==> config.mk <==
export PLATFORM = sky130hd
export DESIGN_NAME = mux_ctrl
export DESIGN_NICKNAME = d
export VERILOG_FILES = /design/src/rtl/mux_pkg.sv /design/src/rtl/mux_ctrl_sync_cell.sv /design/src/rtl/mux_ctrl.sv
export SDC_FILE = /design/constraint.sdc
export NUM_CORES = 1
export LEC_CHECK = 0
export CAP_MARGIN = 25
export CORE_MARGIN = 2
export CORE_UTILIZATION = 60
export CTS_BUF_LIST = sky130_fd_sc_hd__clkbuf_8
export CTS_CLUSTER_DIAMETER = 150
export DETAILED_ROUTE_END_ITERATION = 10
export DONT_BUFFER_PORTS = 1
export PLACE_DENSITY = 0.82
export RECOVER_POWER = 100
export SYNTH_ARGS = -nofsm -noshare
export SYNTH_HDL_FRONTEND = slang
export SYNTH_SLANG_ARGS = --single-unit
export TNS_END_PERCENT = 20
==> constraint.sdc <==
create_clock -name clk -period 3.1 [get_ports clk]
set_input_delay 0.465 -clock clk [delete_from_list [all_inputs] [get_ports clk]]
set_output_delay 0.465 -clock clk [all_outputs]
set_load 0.05 [all_outputs]
==> src/rtl/mux_pkg.sv <==
// Shared definitions for the project mux and its control stage.
package mux_pkg;

    localparam int ADDR_W   = 5;
    localparam int NUM_PROJ = 24;

    typedef enum logic [1:0] {
        OFF   = 2'd0,
        GUARD = 2'd1,
        ON    = 2'd2
    } mux_ctrl_state_t;

endpackage

==> src/rtl/mux_ctrl_sync_cell.sv <==
// Single-bit multi-flop synchronizer for an asynchronous chip-pad input.
module sync_cell #(
    parameter int STAGES = 2
) (
    input  logic clk,
    input  logic rst_n,
    input  logic i_d,
    output logic o_q
);

    logic [STAGES-1:0] r_sync;

    always_ff @(posedge clk or negedge rst_n) begin
        if (!rst_n) begin
            r_sync <= '0;
        end else begin
            r_sync <= {r_sync[STAGES-2:0], i_d};
        end
    end

    assign o_q = r_sync[STAGES-1];

endmodule

==> src/rtl/mux_ctrl.sv <==
// Project mux control: synchronizes the select pads, counts increments into an
// address and gates the enable with a guard interval after every address change.
module mux_ctrl #(
    parameter int ADDR_W       = mux_pkg::ADDR_W,
    parameter int NUM_PROJ     = mux_pkg::NUM_PROJ,
    parameter int SYNC_STAGES  = 2,
    parameter int GUARD_CYCLES = 4
) (
    input  logic              clk,
    input  logic              rst_n,
    input  logic              sel_rst_n_i,
    input  logic              sel_inc_i,
    input  logic              ena_i,
    output logic [ADDR_W-1:0] addr,
    output logic              ena,
    output logic              busy
);

    import mux_pkg::*;

    localparam int                CNT_W      = (GUARD_CYCLES > 1) ? $clog2(GUARD_CYCLES) : 1;
    localparam logic [CNT_W-1:0]  GUARD_LAST = CNT_W'(GUARD_CYCLES - 1);
    localparam logic [ADDR_W:0]   NUM_PROJ_X = (ADDR_W + 1)'(NUM_PROJ);

    logic [2:0]        w_pad;
    logic [2:0]        w_pad_s;

    logic              r_inc_prev;
    logic              r_inc_rise;
    logic              r_clr;
    logic              r_en;

    logic [ADDR_W-1:0] r_addr;
    logic [ADDR_W-1:0] w_addr_next;
    logic              w_addr_chg;
    logic              w_valid;

    mux_ctrl_state_t   r_state;
    mux_ctrl_state_t   w_state_next;
    logic [CNT_W-1:0]  r_cnt;
    logic [CNT_W-1:0]  w_cnt_next;
    logic              r_ena;
    logic              r_busy;

    assign w_pad = {ena_i, sel_inc_i, sel_rst_n_i};

    generate
        for (genvar gi = 0; gi < 3; gi++) begin : g_sync
            sync_cell #(
                .STAGES (SYNC_STAGES)
            ) u_sync (
                .clk   (clk),
                .rst_n (rst_n),
                .i_d   (w_pad[gi]),
                .o_q   (w_pad_s[gi])
            );
        end
    endgenerate

    // One decode register after the synchronizers so that every pad event
    // lands on addr and the FSM exactly SYNC_STAGES+1 edges after sampling.
    always_ff @(posedge clk or negedge rst_n) begin
        if (!rst_n) begin
            r_inc_prev <= 1'b0;
            r_inc_rise <= 1'b0;
            r_clr      <= 1'b0;
            r_en       <= 1'b0;
        end else begin
            r_inc_prev <= w_pad_s[1];
            r_inc_rise <= w_pad_s[1] & ~r_inc_prev;
            r_clr      <= ~w_pad_s[0];
            r_en       <= w_pad_s[2];
        end
    end

    always_comb begin
        w_addr_next = r_addr;
        if (r_clr) begin
            w_addr_next = '0;
        end else if (r_inc_rise) begin
            w_addr_next = r_addr + 1'b1;
        end
    end

    assign w_addr_chg = (w_addr_next != r_addr);
    assign w_valid    = ({1'b0, r_addr} < NUM_PROJ_X) & ~r_clr;

    always_comb begin
        w_state_next = r_state;
        w_cnt_next   = r_cnt;
        case (r_state)
            OFF: begin
                if (r_en && w_valid && !w_addr_chg) begin
                    w_state_next = GUARD;
                    w_cnt_next   = '0;
                end
            end
            GUARD: begin
                if (!r_en || !w_valid) begin
                    w_state_next = OFF;
                end else if (w_addr_chg) begin
                    w_cnt_next = '0;
                end else if (r_cnt == GUARD_LAST) begin
                    w_state_next = ON;
                end else begin
                    w_cnt_next = r_cnt + 1'b1;
                end
            end
            ON: begin
                if (!r_en || !w_valid) begin
                    w_state_next = OFF;
                end else if (w_addr_chg) begin
                    w_state_next = GUARD;
                    w_cnt_next   = '0;
                end
            end
            default: begin
                w_state_next = OFF;
                w_cnt_next   = '0;
            end
        endcase
    end

    // Outputs are decoded from the next state so they change on the same edge
    // as the state and address, with no path from the pads.
    always_ff @(posedge clk or negedge rst_n) begin
        if (!rst_n) begin
            r_addr  <= '0;
            r_state <= OFF;
            r_cnt   <= '0;
            r_ena   <= 1'b0;
            r_busy  <= 1'b0;
        end else begin
            r_addr  <= w_addr_next;
            r_state <= w_state_next;
            r_cnt   <= w_cnt_next;
            r_ena   <= (w_state_next == ON);
            r_busy  <= (w_state_next == GUARD);
        end
    end

    assign addr = r_addr;
    assign ena  = r_ena;
    assign busy = r_busy;

endmodule
==> flow_results.org <==
** Status
- The flow ran to the end, and the final reports show no timing, DRC or antenna violations.

** Cells and area
- The filler cells instantiated in the layout total 94.
- The repair_antennas step left the layout with diodes totalling 0.
- The area growth from synthesis to layout is 1.82%.
- The net count of the finished layout is 80.
- Cell Count, Final, Fillers Out :: 87
- The post-route netlist has 8.33% of its cells at a drive strength greater than 1.
- Summing all non-filler instances in the final layout gives an area of 910 um2.

** Timing
- Number of slew-limit violations in the final report :: 0
- Fin Setup TNS :: 0 ps
- Based on the critical path, the design can be clocked at up to 0.519 GHz.
- The clock period could shrink to 1930 ps.
- Fin Clk Skew :: 3.37 ps
- In the finished design, the share of the clock period the worst path needs comes to 62.2%.
- Hold Violations, Final :: 0
- In this run the tightest slew margin relative to its limit is 41.2%.
- Setup violations remaining at the end of the flow were counted as 0.
- Once routing completed, OpenROAD measured the worst setup slack at 1170 ps.
- Setup repair after global routing left no endpoint under its margin.
- Slew of the pin with the lowest slew margin :: 879 ps

** Power
- Worst IR Drop VDD :: 0.000439 V
- The share of total power dissipated in the clock network is 33.8%.
- Fraction of power consumed by combinational cells :: 6.8%
- The share of total power dissipated in sequential elements is 59.3%.
- Switching power as a share of total power :: 24.1%
- P_int :: 0.393 mW
- Switching power summed over all nets :: 0.125 mW
- Power spread over the standard cell area amounts to 569 nW/um2.
- Leakage power summed over all cells :: 0.423 nW

** Setup path
- Critical path start-end classification :: register to register
- R2r worst-path depth :: 4
- Crit-path max FO :: 5
- Startpoint type of the worst setup path :: register
- The worst setup path is captured at a register.
- Data on the critical path is required at its endpoint by 3270 ps.
- For the worst setup path, the data arrival time is 2100 ps.
- In this run the register-to-register setup slack is 1170 ps.

** Logic synthesis
- Most common flop cell mapped by yosys :: dfrtp_1
- When the netlist entered floorplanning its net count stood at 78.
- Library cells used by synthesis :: 25
- Mapped Avg Cell Area :: 12.6 um2
- Number of register bits inferred by synthesis :: 21
- Ranked by total cell area, the synthesized netlist is headed by dfrtp_1 59%, mux2i_1 3.4%, nor2_1 3.4%.
- Share of Yosys cell area claimed by the top area cell type :: 58.8%
- In this run the cell area of the synthesized design comes to 893 um2.
- In the synthesized netlist the async set-or-reset flop fraction comes to 100%.
- dfrtp_1 takes more of the synthesized area than any other cell.
- EDFF count, synth :: 0
- YS warnings :: 0
- After technology mapping, the gate count stands at 71.
- dfrtp_1 is the most common cell in the netlist.
- Seq/Total Area, Yosys :: 58.8%
- Top post-synthesis cells by count :: 21 x dfrtp_1, 8 x nor2_1, 4 x nand2_1, 4 x nand3_1

** Global route
- The first global-routing pass estimated 2150 um of wire.
- Maximum number of pins on one net before global-route repair :: 22
- The total overflow left after global routing is 0.
- The number of antenna violations at the first check in global routing is 0.
- Via count of the first global-routing pass :: 486
- GRT Resource Usage Total :: 16.3%

** Place
- Final Wtd Congestion :: 0.761
- IO buf count :: 0
- Summing all placed instances gives a cell area of 871 um2.
- At the placement stage, the worst setup path has a slack of 1260 ps.
- The HPWL after detailed placement is 904 um.
- Placed Instances :: 82

** Floorplan
- Starting utilization of the core area :: 66.2%
- The region available for standard cell placement spans 1350 um2.
- Top-level port count :: 12
- Area of the die :: 1810 um2
- The initialized floorplan defines 13 standard-cell rows.
- Measured along the x axis, the die boundary spans 42.6 um.
- Die height :: 42.6 um

** Clock network
- Counting every sink on the clock net gives 21.
- The tree is rooted in a clkbuf_8.
- The later pin in the worst-skew pair is clocked with a latency of 250 ps.
- CTS built an H-tree with a depth of 1.
- Maximum number of buffers from clock root to sink :: 2
- Clock tree from TritonCTS :: built
- Post-CTS timing repair inserted 0 buffers for setup.
- Gates resized during post-CTS repair numbered 0.
- Counting the buffers created by CTS gives 3.
- Buffers inserted to repair hold after CTS numbered 1.
- CTS clk-pin slew, worst paths :: 70 ps

** Routing
- Total length of routed wires :: 1240 um
- In this run, the number of DRC markers left after iteration 0 of detailed routing was 7.
- Using the TritonRoute via totals, the vias-per-cell ratio works out to 6.16.
- WL per Instance :: 14.2 um
- Vias after detailed routing :: 536
- First-pass detailed-route iteration total :: 4
- Count of antenna-violating nets left after detailed routing :: 0
- Remaining routing DRC violations :: 0

** Run
- Max-cap violations in this run came to 0.

** Hold path
- The worst hold path passes through 0 cells.
- The min-delay analysis places its worst path in the category input port to register.
==> power by group through the flow <==
stage / registers [mW] / clock network (mW) / logic (mW)
floorplan: 0.307 / 0 / 0.0363
global placement: 0.312 / 0 / 0.0310
detailed placement: 0.313 / 0 / 0.0324
CTS: 0.308 / 0.178 / 0.0386
global route: 0.309 / 0.189 / 0.0412
finish: 0.307 / 0.175 / 0.0353
==> flip-flops by register name, summed over array words and instances (netlist names) <==
name and flops:
g_sync.u_sync.r_sync 6, r_en 1, ena 1, r_cnt 2, r_inc_prev 1, r_state 2
r_clr 1, addr 5, r_inc_rise 1, busy 1
==> metal layers <==
metal  wire length (um)  global-route usage (%)  up-vias
met5                  0                       0        -
met4                 19                    7.50        0
met3                 98                    5.60        4
met2                561                    23.7       27
met1                556                    22.0      254
li1                   -                       -      251
==> worst paths after layout <==
| kind | from | end |
|---|---|---|
| worst max-delay path | addr[2] | r_cnt[0] |
| worst min-delay path | ena_i | g_sync[2].u_sync.r_sync[0] |
| worst max register to register | addr[2] | r_cnt[0] |
| worst min register to register | g_sync[0].u_sync.r_sync[0] | g_sync[0].u_sync.r_sync[1] |
| max in group asynchronous | rst_n | r_state[1] |
| min in group asynchronous | rst_n | addr[0] |
==> critical path, stage by stage (launching register included) <==
cell and delay, ps:
dfrtp_1 600, nor4b_1 540, o211ai_1 230, a311o_1 390
o211ai_1 90
==> logic make-up (layout without fill, tap and decap cells) <==
| group | after synthesis | count (layout) | share of synthesized area, % |
|---|---|---|---|
| and+or+nand+nor | 24 | 24 | 15.4 |
| DFF | 21 | 21 | 58.8 |
| AOI/OAI and AO/OA | 10 | 10 | 9.80 |
| buffers and inverters | 7 | 8 | 5.88 |
| xor gates and xnor gates | 4 | 4 | 3.92 |
| muxes | 3 | 3 | 3.36 |
| adders and majority gates | 2 | 2 | 2.80 |
==> through the flow <==
step                      util, %  total power [mW]  hold slack, ps
after global routing         67.4             0.539             214
after global placement       64.5             0.344             170
final                        67.4             0.517             231
after CTS                    68.9             0.524             228
after detailed placement     64.5             0.346             170
after floorplan                 -             0.343             169
==> final cells by class <==
| cell class | count | area, um2 | area share [%] |
|---|---|---|---|
| well taps | 15 | 18.8 | 2.06 |
| inverters | 3 | 11.3 | 1.24 |
| clock buffers | 3 | 41.3 | 4.54 |
| repair buffers | 1 | 10.0 | 1.10 |
| flip-flops and latches | 21 | 526 | 57.8 |
| multi-input cells | 43 | 295 | 32.5 |
| clock inverters | 1 | 7.51 | 0.825 |
==> cells in the final DEF (no fill, tap or decap), types with 2 or more instances in the layout <==
| cell | instances |
|---|---|
| clkbuf_8 | 3 |
| nor2_1 | 8 |
| a21o_2 | 2 |
| inv_1 | 3 |
| and3_1 | 2 |
| nand3_1 | 4 |
| a311o_1 | 2 |
| dfrtp_1 | 21 |
| ha_1 | 2 |
| nand4_1 | 2 |
| xor2_1 | 3 |
| and4_1 | 2 |
| mux2i_1 | 3 |
| nand2_1 | 4 |
| o211ai_1 | 2 |
No activity file was read; power rests on OpenSTA's default activity.
